==> config.mk <==
export PLATFORM = sky130hd
export DESIGN_NAME = regfile_sb
export DESIGN_NICKNAME = d
export VERILOG_FILES = /design/src/rtl/regfile_sb.sv
export SDC_FILE = /design/constraint.sdc
export NUM_CORES = 2
export LEC_CHECK = 0
export CORE_MARGIN = 3
export CORE_UTILIZATION = 50
export DETAILED_ROUTE_END_ITERATION = 16
export MAX_ROUTING_LAYER = met4
export PLACE_DENSITY = 0.75
export SLEW_MARGIN = 20
export SYNTH_ARGS = -nofsm -noshare
export SYNTH_HDL_FRONTEND = slang
export SYNTH_SLANG_ARGS = --single-unit
==> constraint.sdc <==
create_clock -name clk -period 48.1 [get_ports clk]
set_clock_uncertainty 0.1 [all_clocks]
set_input_delay 9.62 -clock clk [delete_from_list [all_inputs] [get_ports clk]]
set_output_delay 9.62 -clock clk [all_outputs]
set_load 0.05 [all_outputs]
==> src/rtl/regfile_sb.sv <==
// Register file with two registered read ports, one writeback port,
// same-cycle write bypass and a per-register busy scoreboard.
module regfile_sb #(
    parameter int XLEN     = 32,
    parameter int AW       = 5,
    parameter bit ZERO_REG = 1'b1
) (
    input  logic                  clk,
    input  logic                  reset,
    input  logic                  enable,
    input  logic [AW-1:0]         rs1,
    input  logic [AW-1:0]         rs2,
    output logic [XLEN-1:0]       out1,
    output logic [XLEN-1:0]       out2,
    output logic                  rdy1,
    output logic                  rdy2,
    input  logic                  rw,
    input  logic [AW-1:0]         rd,
    input  logic [XLEN-1:0]       din,
    input  logic                  iss_valid,
    input  logic [AW-1:0]         iss_rd,
    output logic                  iss_ok,
    output logic [(2**AW)-1:0]    busy_vec
);

    localparam int NREGS = 2 ** AW;

    logic [XLEN-1:0]  mem [NREGS];
    logic [NREGS-1:0] busy;
    logic [NREGS-1:0] busy_nxt;

    logic            zero1;
    logic            zero2;
    logic            byp1;
    logic            byp2;
    logic            wr_en;
    logic            iss_zero;
    logic            iss_set;
    logic [XLEN-1:0] nxt_out1;
    logic [XLEN-1:0] nxt_out2;
    logic            nxt_rdy1;
    logic            nxt_rdy2;

    always_comb begin
        zero1    = ZERO_REG && (rs1 == '0);
        zero2    = ZERO_REG && (rs2 == '0);
        byp1     = rw && (rd == rs1) && !zero1;
        byp2     = rw && (rd == rs2) && !zero2;
        wr_en    = rw && !(ZERO_REG && (rd == '0));
        iss_zero = ZERO_REG && (iss_rd == '0);
        iss_ok   = !busy[iss_rd] || (rw && (rd == iss_rd)) || iss_zero;
        iss_set  = enable && iss_valid && iss_ok && !iss_zero;
    end

    always_comb begin
        nxt_out1 = mem[rs1];
        nxt_rdy1 = !busy[rs1];
        if (zero1) begin
            nxt_out1 = '0;
            nxt_rdy1 = 1'b1;
        end else if (byp1) begin
            nxt_out1 = din;
            nxt_rdy1 = 1'b1;
        end
    end

    always_comb begin
        nxt_out2 = mem[rs2];
        nxt_rdy2 = !busy[rs2];
        if (zero2) begin
            nxt_out2 = '0;
            nxt_rdy2 = 1'b1;
        end else if (byp2) begin
            nxt_out2 = din;
            nxt_rdy2 = 1'b1;
        end
    end

    // Issue set is applied after the writeback clear so it wins on a tie.
    always_comb begin
        busy_nxt = busy;
        if (wr_en) begin
            busy_nxt[rd] = 1'b0;
        end
        if (iss_set) begin
            busy_nxt[iss_rd] = 1'b1;
        end
    end

    always_ff @(posedge clk or posedge reset) begin
        if (reset) begin
            for (int i = 0; i < NREGS; i++) begin
                mem[i] <= '0;
            end
            busy <= '0;
            out1 <= '0;
            out2 <= '0;
            rdy1 <= 1'b1;
            rdy2 <= 1'b1;
        end else begin
            if (wr_en) begin
                mem[rd] <= din;
            end
            busy <= busy_nxt;
            if (enable) begin
                out1 <= nxt_out1;
                out2 <= nxt_out2;
                rdy1 <= nxt_rdy1;
                rdy2 <= nxt_rdy2;
            end
        end
    end

    assign busy_vec = busy;

endmodule
==> impl_results.md <==
- Crit path max-delay cell type: clkdlybuf4s50_1
- Seq/Total Area, Yosys: 46.8%
- Die Width: approximately 350 um
- Total CTS buffers: 116
- CTS root buffer: clkbuf_16
- PortBufs: 155
- Cell Area, Synth: 60000 um^2
- DRT iter0 DRCs: roughly 4.4k
- Synth Area per Inst: 13.9 um^2
- Sw power: about 0.8 mW
- Post-route DRC: 0
- Hold WC Path Type: reg2reg
- Total setup buffers inserted after CTS: 0
- Async SR Flop Fraction: 100%
- Initial antenna violation count: 9
- Post_cts resized: 0
- RR Startpoint: busy_vec[9]
- Hold Path Sink: mem[1021]
- Post-place instance area: about 62000 um^2
- CP Cell Sequence: clkdlybuf4s50_1 -> mux2i_1 -> nor3b_1 -> o311ai_2 -> nand4_2 -> o311ai_0 -> clkdlybuf4s50_1
- Leakage: 28.9 nW
- Most common cell after layout, fill and taps aside: dfrtp_1
- WS Path Type: in2out
- Setup crit end kind: output pin
- Crit path DAT: roughly 13 ns
- Fin cells: about 5.9k
- Most Frequent Cell on Critical Path: clkdlybuf4s50_1
- Vias in the first global route: 41.0k
- Final Setup Violations: 0
- Die Height: 352 um
- Drt pass-1 iters: 5
- Crit Reg-Reg Endpoint: busy_vec[21]
- DR WL/cell: 32.0 um
- Hold depth: 0
- Post-Syn Instances: 4324
- Total power: 2.79 mW
- Setup crit start kind: input pin
- Fillers: 9477
- Hold_buf cts: 0
- Pin count of the biggest net entering global routing: 142
- GP Congestion: between 0.8 and 0.9
- CP Max Fanout: 20
- Routed wire length: ~190000 um
- Max H-tree Level: 3
- Min-Delay Startpoint: mem[1021]
- Placed Cells: 5673
- Pwr dens: around 42 nW/um^2
- Worst IR drop on VDD: 0.0296 mV
- Setup TNS: 0 ns
- Later-pin clock latency in the skew report: 0.71 ns
- Maxcap violations: 0
- Final Cell Area: 66100 um^2
- Layout area overhead: 10.2%
- Slew @ Worst Pin: 1.19 ns
- CTS tree: built
- Site row count: about 130
- Final hold vios: 0
- Tot GR Track Use: a little under a third
- Yosys reg bits: 1122
- Via/cell ratio: just under 7
- Run status: completed
- Starting Density: 50.6%
- Clock Tree Buf Depth: 3
- CP max stage delay: between 1 and 1.5 ns
- Worst setup path startpoint: iss_rd[1]
- Core footprint: 119000 um^2
- Synth Flop Type: dfrtp_1
- Share of cells above drive strength 1: 41.1%
- Internal power: 1.99 mW
- Slew Viols, Final: 0
- First-pass GRT wire length: between 200000 and 300000 um
- # IOs: roughly 160
- Final min period: 22.59 ns
- Yosys warning total: 0
- Flop pwr share: between 40 and 50%
- Vias post-DR: 40.4k
- Slew headroom: 20.8%
- Comb power frac: between 20% and 30%
- Period Utilization, post-route: a little under half
- Clock transition at path regs: 0.06 ns
- DP Wirelength: 98500 um
- Clock Power Share: between 30 and 40%
- Post-synth EDFFs: 0
- Nets: ~4.2k
- Bufs and invs on worst path: 2
- Final antenna-violating net count: 0
- Reg2Reg Depth: 6
- CTS Sinks: 1122
- F_max: 0.0443 GHz
- Synthesized Nets: 4381
- Grt total ovfl: 0
- Switching part of the total: roughly 29%
- CP required: 38.38 ns
- Commonest non-fill, non-tap cells in the layout: dfrtp_1 (1120), mux2_2 (1047), mux2i_1 (394), mux4_2 (354), clkdlybuf4s50_1 (126)
- Die area: between 100000 and 150000 um^2
- R2R setup slack: around 46 ns
- CP top delay family: buffers and inverters
- Post-synth cell types: 57
- RSZ-0062 raised after global routing: false
## metal layers
layer	routed length (um)	vias up	GRT usage [%]
li1	-	16300	-
met1	73300	21400	40.2
met2	87500	2187	46.8
met3	18000	565	6.77
met4	9840	0	13.6
met5	0	-	-
## kinds of logic (layout without fill, tap and decap cells)
| group | Yosys count | count (layout) | synth area share (%) |
|---|---|---|---|
| AOI/OAI and AO/OA | 527 | 527 | 6.58 |
| other | 0 | 4 | 0 |
| and+or+nand+nor | 353 | 353 | 3.02 |
| DFF | 1122 | 1122 | 46.8 |
| muxes | 1795 | 1795 | 39.5 |
| xor gates and xnor gates | 14 | 14 | 0.204 |
| buffers and inverters | 513 | 477 | 3.90 |
## final cells by class
| cell class | count | area (um^2) | area share, % |
|---|---|---|---|
| Inverter | 23 | 93.8 | 0.142 |
| Clock inverter | 47 | 581 | 0.878 |
| Antenna cell | 4 | 10.0 | 0.0151 |
| Timing Repair Buffer | 239 | 2130 | 3.23 |
| Clock buffer | 168 | 3380 | 5.11 |
| Tap cell | 1600 | 2000 | 3.03 |
| Multi-Input combinational cell | 2689 | 29900 | 45.1 |
| Sequential cell | 1122 | 28100 | 42.5 |
## how the worst max path moves through the flow
stage	endpoint	slack, ns	cells past startpoint
2_1_floorplan	busy_vec[0]	6.79	1
3_3_place_gp	iss_ok	25.62	7
3_5_place_dp	iss_ok	25.59	7
4_1_cts	iss_ok	25.56	7
5_1_grt	iss_ok	25.46	7
6_report	iss_ok	25.51	7
## synth_stat cells, drive strengths merged, types with 16 or more instances
master | n | area share (%)
o22ai | 16 | 0.17
o21ai | 75 | 0.63
mux4 | 354 | 13
nor2b | 60 | 0.63
nand4 | 22 | 0.24
mux2 | 1047 | 20
clkbuf | 279 | 1.7
and3 | 23 | 0.24
nand2 | 55 | 0.35
a21oi | 37 | 0.31
a22oi | 119 | 1.5
nand3 | 63 | 0.53
nor2 | 77 | 0.48
a221oi | 37 | 0.57
a211oi | 69 | 0.87
a22o | 45 | 0.66
inv | 23 | 0.14
dfrtp | 1120 | 47
buf | 211 | 2.0
o2111ai | 21 | 0.31
o221ai | 50 | 0.73
mux2i | 394 | 6.6
a211o | 18 | 0.26
## metrics by stage
step	util, %	hold slack [ns]	worst slack (ns)
after floorplan	-	0.341	6.79
after global placement	52.5	0.276	25.62
after detailed placement	52.5	0.282	25.59
after CTS	55.9	0.297	25.56
after global routing	55.8	0.307	25.46
final	55.8	0.293	25.51
## worst reg2reg max path, cell delays in order (launching register included)
cell and delay [ns]:
dfrtp_1 0.52, mux2i_1 0.13, nor3b_1 0.28, o311ai_2 0.16
and4_1 0.22, a31oi_1 0.75, o21ai_0 0.23
## flip-flops by register name (all words and copies together), names as in the netlist
signal / cells
mem: 1024
rdy2: 1
out2: 32
busy_vec: 32
rdy1: 1
out1: 32
## power by group through the flow
stage | logic, mW | clock network (mW) | registers [mW]
after global placement | 0.574 | 0 | 1.26
after floorplan | 0.419 | 0 | 1.27
after detailed placement | 0.589 | 0 | 1.27
after global routing | 0.631 | 0.990 | 1.28
after CTS | 0.592 | 0.950 | 1.25
final | 0.592 | 0.943 | 1.26
Power figures use the tool's default switching activity.
